[config.mk]
export PLATFORM = sky130hd
export DESIGN_NAME = gpiomul_seq_ctrl_flat
export DESIGN_NICKNAME = d
export VERILOG_FILES = /design/src/rtl/gpiomul_seq_ctrl_if.sv /design/src/rtl/gpiomul_seq_ctrl.sv /design/src/flat_wrapper.sv
export SDC_FILE = /design/constraint.sdc
export NUM_CORES = 1
export LEC_CHECK = 0
export CORE_MARGIN = 10
export CORE_UTILIZATION = 30
export CTS_CLUSTER_DIAMETER = 120
export DETAILED_ROUTE_END_ITERATION = 16
export PLACE_DENSITY_LB_ADDON = 0.15
export REMOVE_ABC_BUFFERS = 1
export SYNTH_ARGS = -nofsm -noshare
export SYNTH_HDL_FRONTEND = slang
export SYNTH_SLANG_ARGS = --single-unit
[constraint.sdc]
create_clock -name clk -period 5.2 [get_ports clk]
set_input_delay 0.52 -clock clk [delete_from_list [all_inputs] [get_ports clk]]
set_output_delay 0.52 -clock clk [all_outputs]
set_load 0.01 [all_outputs]
[src/rtl/gpiomul_seq_ctrl_if.sv]
// Register-bus bundle for the multiply/popcount sequencer: address, level strobes, data both ways,
// plus the one-cycle completion pulse. The master drives the bus and the slave answers it.
interface gpiomul_seq_ctrl_if;
    logic [15:0] saddress;
    logic        srd;
    logic        swr;
    logic [31:0] sdata_in;
    logic [31:0] sdata_out;
    logic        done;

    modport master (output saddress, srd, swr, sdata_in, input sdata_out, done);
    modport slave  (input saddress, srd, swr, sdata_in, output sdata_out, done);
endinterface

[src/rtl/gpiomul_seq_ctrl.sv]
// Bus-mapped shift-add multiplier followed by a bit-serial popcount of the product.
// Result lands OP_W+RES_W+2 clocks after the A2 write fires (OP_W+1 on overflow); busy writes are dropped.
module gpiomul_seq_ctrl #(
    parameter int          OP_W    = 24,
    parameter int          RES_W   = 32,
    parameter logic [15:0] ADDR_A1 = 16'h1D8,
    parameter logic [15:0] ADDR_A2 = 16'h1E0,
    parameter logic [15:0] ADDR_W  = 16'h1E8,
    parameter logic [15:0] ADDR_L  = 16'h1F0,
    parameter logic [15:0] ADDR_B  = 16'h1F8
) (
    input  logic              clk,
    input  logic              n_reset,
    gpiomul_seq_ctrl_if.slave bus
);
    localparam int ACC_W  = 2 * OP_W;
    localparam int STEP_W = $clog2((OP_W > RES_W) ? OP_W : RES_W);
    localparam int CNT_W  = $clog2(RES_W + 1);

    typedef enum logic [2:0] {S_IDLE, S_MUL, S_CHK, S_CNT, S_DONE} state_t;
    state_t state_q, state_d;

    logic              srd_q, srd_prev_q, swr_q, swr_prev_q;
    logic              rd_fire, wr_fire;
    logic [OP_W-1:0]   a1_q, a1_d, a2_q, a2_d;
    logic [ACC_W-1:0]  acc_q, acc_d, mcand_q, mcand_d;
    logic [RES_W-1:0]  w_q, w_d, wtmp_q, wtmp_d, b_q, b_d;
    logic [CNT_W-1:0]  l_q, l_d, cnt_q, cnt_d;
    logic [STEP_W-1:0] step_q, step_d;
    logic [31:0]       rdat_q, rdat_d;
    logic              done_q, done_d;
    logic              unused_sdata;

    // Only the rising edge of a registered strobe counts, so long strobes act once.
    assign rd_fire      = srd_q & ~srd_prev_q;
    assign wr_fire      = swr_q & ~swr_prev_q;
    assign unused_sdata = ^bus.sdata_in[31:OP_W];

    assign bus.sdata_out = rdat_q;
    assign bus.done      = done_q;

    always_ff @(posedge clk or negedge n_reset) begin
        if (!n_reset) begin
            state_q    <= S_IDLE;
            srd_q      <= 1'b0;
            srd_prev_q <= 1'b0;
            swr_q      <= 1'b0;
            swr_prev_q <= 1'b0;
            a1_q       <= '0;
            a2_q       <= '0;
            acc_q      <= '0;
            mcand_q    <= '0;
            w_q        <= '0;
            wtmp_q     <= '0;
            b_q        <= '0;
            l_q        <= '0;
            cnt_q      <= '0;
            step_q     <= '0;
            rdat_q     <= '0;
            done_q     <= 1'b0;
        end else begin
            state_q    <= state_d;
            srd_q      <= bus.srd;
            srd_prev_q <= srd_q;
            swr_q      <= bus.swr;
            swr_prev_q <= swr_q;
            a1_q       <= a1_d;
            a2_q       <= a2_d;
            acc_q      <= acc_d;
            mcand_q    <= mcand_d;
            w_q        <= w_d;
            wtmp_q     <= wtmp_d;
            b_q        <= b_d;
            l_q        <= l_d;
            cnt_q      <= cnt_d;
            step_q     <= step_d;
            rdat_q     <= rdat_d;
            done_q     <= done_d;
        end
    end

    always_comb begin
        state_d = state_q;
        a1_d    = a1_q;
        a2_d    = a2_q;
        acc_d   = acc_q;
        mcand_d = mcand_q;
        w_d     = w_q;
        wtmp_d  = wtmp_q;
        b_d     = b_q;
        l_d     = l_q;
        cnt_d   = cnt_q;
        step_d  = step_q;
        rdat_d  = rdat_q;
        done_d  = 1'b0;

        // A write wins over a read firing on the same clock.
        if (wr_fire) begin
            if (state_q == S_IDLE) begin
                if (bus.saddress == ADDR_A1) begin
                    a1_d = bus.sdata_in[OP_W-1:0];
                end else if (bus.saddress == ADDR_A2) begin
                    a2_d    = bus.sdata_in[OP_W-1:0];
                    acc_d   = '0;
                    mcand_d = ACC_W'(a1_q);
                    step_d  = '0;
                    w_d     = '0;
                    l_d     = '0;
                    b_d     = RES_W'(1);
                    state_d = S_MUL;
                end
            end
        end else if (rd_fire) begin
            case (bus.saddress)
                ADDR_A1: rdat_d = 32'(a1_q);
                ADDR_A2: rdat_d = 32'(a2_q);
                ADDR_W:  rdat_d = 32'(w_q);
                ADDR_L:  rdat_d = 32'(l_q);
                ADDR_B:  rdat_d = 32'(b_q);
                default: rdat_d = '0;
            endcase
        end

        case (state_q)
            S_MUL: begin
                if (a2_q[step_q]) begin
                    acc_d = acc_q + mcand_q;
                end
                mcand_d = mcand_q << 1;
                step_d  = step_q + STEP_W'(1);
                if (step_q == STEP_W'(OP_W - 1)) begin
                    step_d  = '0;
                    state_d = S_CHK;
                end
            end
            S_CHK: begin
                if (|acc_q[ACC_W-1:RES_W]) begin
                    b_d     = '1;
                    w_d     = '0;
                    l_d     = '0;
                    done_d  = 1'b1;
                    state_d = S_IDLE;
                end else begin
                    wtmp_d  = acc_q[RES_W-1:0];
                    cnt_d   = '0;
                    step_d  = '0;
                    state_d = S_CNT;
                end
            end
            S_CNT: begin
                cnt_d  = cnt_q + CNT_W'(wtmp_q[step_q]);
                step_d = step_q + STEP_W'(1);
                if (step_q == STEP_W'(RES_W - 1)) begin
                    step_d  = '0;
                    state_d = S_DONE;
                end
            end
            S_DONE: begin
                w_d     = wtmp_q;
                l_d     = cnt_q;
                b_d     = '0;
                done_d  = 1'b1;
                state_d = S_IDLE;
            end
            default: ;
        endcase
    end
endmodule
[src/flat_wrapper.sv]
// flat-port wrapper written by rule: the top's interface ports become plain ports
module gpiomul_seq_ctrl_flat 
#(
    parameter int          OP_W    = 24,
    parameter int          RES_W   = 32,
    parameter logic [15:0] ADDR_A1 = 16'h1D8,
    parameter logic [15:0] ADDR_A2 = 16'h1E0,
    parameter logic [15:0] ADDR_W  = 16'h1E8,
    parameter logic [15:0] ADDR_L  = 16'h1F0,
    parameter logic [15:0] ADDR_B  = 16'h1F8
)
  (clk, n_reset, bus_saddress, bus_srd, bus_swr, bus_sdata_in, bus_sdata_out, bus_done);
  gpiomul_seq_ctrl_if bus_i ();
  input  logic clk;
  input  logic n_reset;
  input wire logic [$bits(bus_i.saddress)-1:0] bus_saddress;
  input wire logic [$bits(bus_i.srd)-1:0] bus_srd;
  input wire logic [$bits(bus_i.swr)-1:0] bus_swr;
  input wire logic [$bits(bus_i.sdata_in)-1:0] bus_sdata_in;
  output wire logic [$bits(bus_i.sdata_out)-1:0] bus_sdata_out;
  output wire logic [$bits(bus_i.done)-1:0] bus_done;
  assign bus_i.saddress = bus_saddress;
  assign bus_i.srd = bus_srd;
  assign bus_i.swr = bus_swr;
  assign bus_i.sdata_in = bus_sdata_in;
  assign bus_sdata_out = bus_i.sdata_out;
  assign bus_done = bus_i.done;
  gpiomul_seq_ctrl #(.OP_W(OP_W), .RES_W(RES_W), .ADDR_A1(ADDR_A1), .ADDR_A2(ADDR_A2), .ADDR_W(ADDR_W), .ADDR_L(ADDR_L), .ADDR_B(ADDR_B)) u_core (.clk(clk), .n_reset(n_reset), .bus(bus_i));
endmodule
==> metrics.md <==
| Metric | Value |
|---|---|
| Largest family of logic cells by synthesized area | `compound AO/OA/AOI/OAI gates` |
| PnR worst setup slack | `about 1500 ps` |
| Clock latency reported for the late side of the worst-skew pair | `560 ps` |
| Finished layout cell area | `~18,000 um^2` |
| Synthesized-area fraction occupied by and/or/nand/nor cells | `0.1352` |
| Iter 0 DRT Violations | `783` |
| Kind of end point of the critical path | `flop` |
| Internal power | `0.003929 W` |
| Clock Sink Count | `297` |
| Residual DRC | `0` |
| Layout Skew | `23.96 ps` |
| Synthesized-area fraction occupied by ao, oa, aoi and oai cells | `0.1606` |
| Buffer depth of the longest clock path | `3` |
| Final Wtd Congestion | `between 0.8 and 0.9` |
| Count of flip-flops with a built-in enable after synthesis | `0` |
| Pre-antenna DRT Iters | `5` |
| # port buffers | `76` |
| Number of failing setup endpoints in the final timing report | `0` |
| WS Path Type | `reg2reg` |
| Chip width | `244.4 um` |
| Yosys warns | `0` |
| P&R area growth vs syn | `17.56%` |
| Xor and xnor area share after synthesis | `0.02377` |
| Logic gate share of total power | `0.030` |
| Headroom to the max-slew limit | `0.3287` |
| TritonCTS clock tree | `done` |
| Post-CTS Resized | `0` |
| Count of final hold-check violations | `0` |
| Number of unique standard cell types used by synthesis | `67` |
| Launch instance of the worst register-to-register path | `u_core.step_q[0]$_DFF_PN0_` |
| Max cap viols | `0` |
| Instance count after placement with tap cells included | `2,195` |
| Final cycle utilization of the critical path | `0.7154` |
| Row count | `~80` |
| Average cell area after synthesis | `between 9 and 10 um^2` |
| Post-synth top cells | `dfrtp_1 (297), nand2_1 (257), o21ai_0 (152), a21oi_1 (126), clkbuf_1 (77)` |
| Endpoint of the lowest-slack register-to-register path | `u_core.cnt_q[3]$_DFFE_PN0P_` |
| Minimum clock period after layout | `3720 ps` |
| Area of the core | `49,970 um^2` |
| Fraction of the mapped netlist area in adder cells | `0.04356` |
| Number of global-route vias before repair | `11,560` |
| Initial core utilization | `0.3023` |
| Reg2Reg Depth | `8` |
| Clock power share | `0.512` |
| Fraction of post-synthesis cell area in the top cell type by area | `0.4920` |
| Level count of the clock H-tree | `2` |
| Minimum setup slack among reg-to-reg paths | `1480 ps` |
| Biggest fanout along the worst timing path | `13` |
| Reg clk slew, reported paths | `around 60 ps` |
| Top cells by area in the synthesized netlist | `dfrtp_1 (49%), nand2_1 (6.4%), o21ai_0 (5.0%)` |
| Routed length per instance | `18.83 um` |
| Hold buffer count at cts | `0` |
| Count of pins on the block boundary | `85` |
| Number of antenna violations at the first check in global routing | `0` |
| Net Switching | `0.001133 W` |
| Type of the most critical hold path | `in2async` |
| Worst IR drop on VDD | `approximately 0.17 mV` |
| Clock buffer count from CTS | `37` |
| DIE HEIGHT | `244.4 um` |
| Multi-input gate area in the final layout | `7224 um^2` |
| Setup repair after global routing missed its margin | `false` |
| Pre-CTS setup slack | `1024 ps` |
| Post-CTS setup-driven buffer insertion count | `0` |
| Routed Wire Length | `42.50 mm` |
| Required time of the worst setup path | `between 5000 and 6000 ps` |
| CP Data Arrival Time | `between 4000 and 5000 ps` |
| Non-filler instance count after layout | `between 2,000 and 2,500` |
| Number of inserted filler cells in the final layout | `5,080` |
| Relative contribution of sequential cells to total power | `0.458` |
| Seq/Total Area, Yosys | `0.4920` |
| Die footprint | `59,730 um^2` |
| Clk root buf | `clkbuf_16` |
| Register area | `7432 um^2` |
| Placed wire-length estimate after detailed placement | `28.04 mm` |
| Leakage power summed over all cells | `just over 8 nW` |
| Post-route antenna net violation count | `0` |
| Post-Route Setup TNS | `0 ps` |
| Detailed-route via count | `11,430` |
| Congestion Overflow GR | `0` |
| Post-detailed-route via-to-cell ratio | `5.062` |
| Post-synth ARST share | `1.000` |
| Number of nets in the finished design | `1,666` |
| Status | `finished clean` |
| Seq cells post-synth | `297` |
| Area of placed instances | `16,550 um^2` |
| Synth Instances | `between 1,500 and 2,000` |
| Worst-Margin Slew | `1006 ps` |
| Most instantiated flip-flop cell in the synthesis netlist | `dfrtp_1` |
| Power per cell area | `285.0 nW/um^2` |
| Switching Fraction | `0.2238` |
| First-pass GRT wire length | `68.68 mm` |
| Area leader, netlist | `dfrtp_1` |
| Mux share of post-synthesis cell area | `0.1127` |
| Final max-slew violation count | `0` |
| Most common cell in the synthesized netlist | `dfrtp_1` |
| Fraction of final layout cells sized beyond drive strength 1 | `0.1098` |
| Antenna fix cells | `0` |
| GRT Resource Usage Total | `0.1431` |
| Element type at the critical path start | `flop` |
| Maximum operating frequency | `0.2688 GHz` |
| Pin count of the biggest net entering global routing | `approximately 110` |
| Area of the mapped netlist | `15,110 um^2` |
## layout by cell type, fill, tap and decap left out, drive strengths merged, types with 8 or more instances in the layout
cell type,n
mux2i,64
clkdlybuf4s50,74
nand3,59
nor4,9
nand2,258
a21o,26
nand4,12
nor2,76
o21ai,157
xor2,14
a21oi,126
buf,27
mux4,17
clkinv,8
inv,18
dfrtp,297
xnor2,27
mux2,59
nor2b,10
a22o,39
o21bai,8
ha,51
clkbuf,50
and3,10
## cell type report
cell class / instances / share of cell area
timing repair buffer: 101 / 0.05552
multi-input combinational: 1107 / 0.4068
clock buffer: 50 / 0.05883
sequential: 297 / 0.4185
tap: 672 / 0.04734
inverter: 18 / 0.003804
clock inverter: 12 / 0.009229
## worst max-delay path by stage
stage	start	to	cells after the start
detailed placement	bus_saddress[14]	u_core.mcand_q[23]$_DFFE_PN0P_	10
floorplan	bus_saddress[15]	u_core.acc_q[45]$_DFF_PN0_	8
global placement	bus_saddress[15]	u_core.mcand_q[23]$_DFFE_PN0P_	10
global route	u_core.mcand_q[0]$_DFFE_PN0P_	u_core.acc_q[36]$_DFF_PN0_	13
finish	u_core.step_q[0]$_DFF_PN0_	u_core.cnt_q[3]$_DFFE_PN0P_	8
CTS	u_core.mcand_q[0]$_DFFE_PN0P_	u_core.acc_q[36]$_DFF_PN0_	13
## per-stage QoR
stage	total power [W]	hold slack, ps	utilization
2_1_floorplan	0.002400	224.4	-
6_report	0.005062	33.73	0.3554
5_1_grt	0.005260	96.73	0.3554
3_5_place_dp	0.002519	373.6	0.3312
4_1_cts	0.005153	74.58	0.3554
3_3_place_gp	0.002519	363.4	0.3312
## cells by family after synthesis
| group | after synthesis |
|---|---|
| and+or+nand+nor | 468 |
| muxes | 140 |
| adders and majority gates | 52 |
| AOI/OAI and AO/OA | 406 |
| xor gates and xnor gates | 41 |
| DFF | 297 |
| buffers and inverters | 120 |
## layer usage
layer / GRT usage / up-vias / part of all wire
li1: - / 5496 / -
met1: 0.2003 / 5703 / 0.49
met2: 0.2274 / 188 / 0.46
met3: 0.02202 / 39 / 0.034
met4: 0.03543 / 0 / 0.016
met5: 0 / - / 0
## power groups by stage
stage          sequential (W)  combinational, W  clock, W
6_report              0.00232          0.000154   0.00259
5_1_grt               0.00232          0.000175   0.00277
4_1_cts               0.00232          0.000161   0.00267
3_5_place_dp          0.00236          0.000160         0
3_3_place_gp          0.00236          0.000160         0
2_1_floorplan         0.00236         0.0000414         0
## registers in the layout, summed over array words and instances, names as in the netlist, 3 cells and up
| signal | cells |
|---|---|
| u_core.step_q | 5 |
| u_core.acc_q | 48 |
| u_core.cnt_q | 6 |
| u_core.bus.sdata_out | 32 |
| u_core.b_q | 32 |
| u_core.a1_q | 24 |
| u_core.mcand_q | 48 |
| u_core.a2_q | 24 |
| u_core.wtmp_q | 32 |
| u_core.state_q | 3 |
| u_core.w_q | 32 |
| u_core.l_q | 6 |
## worst max-delay path, cell delays in order (launching register included)
cell     delay, ps
dfrtp_1        940
buf_4          360
mux4_2         590
mux4_2         540
mux2_2         310
ha_1           200
and3_1         210
mux2_2         280
a22o_1         170
(Power assumes the default switching activity.)
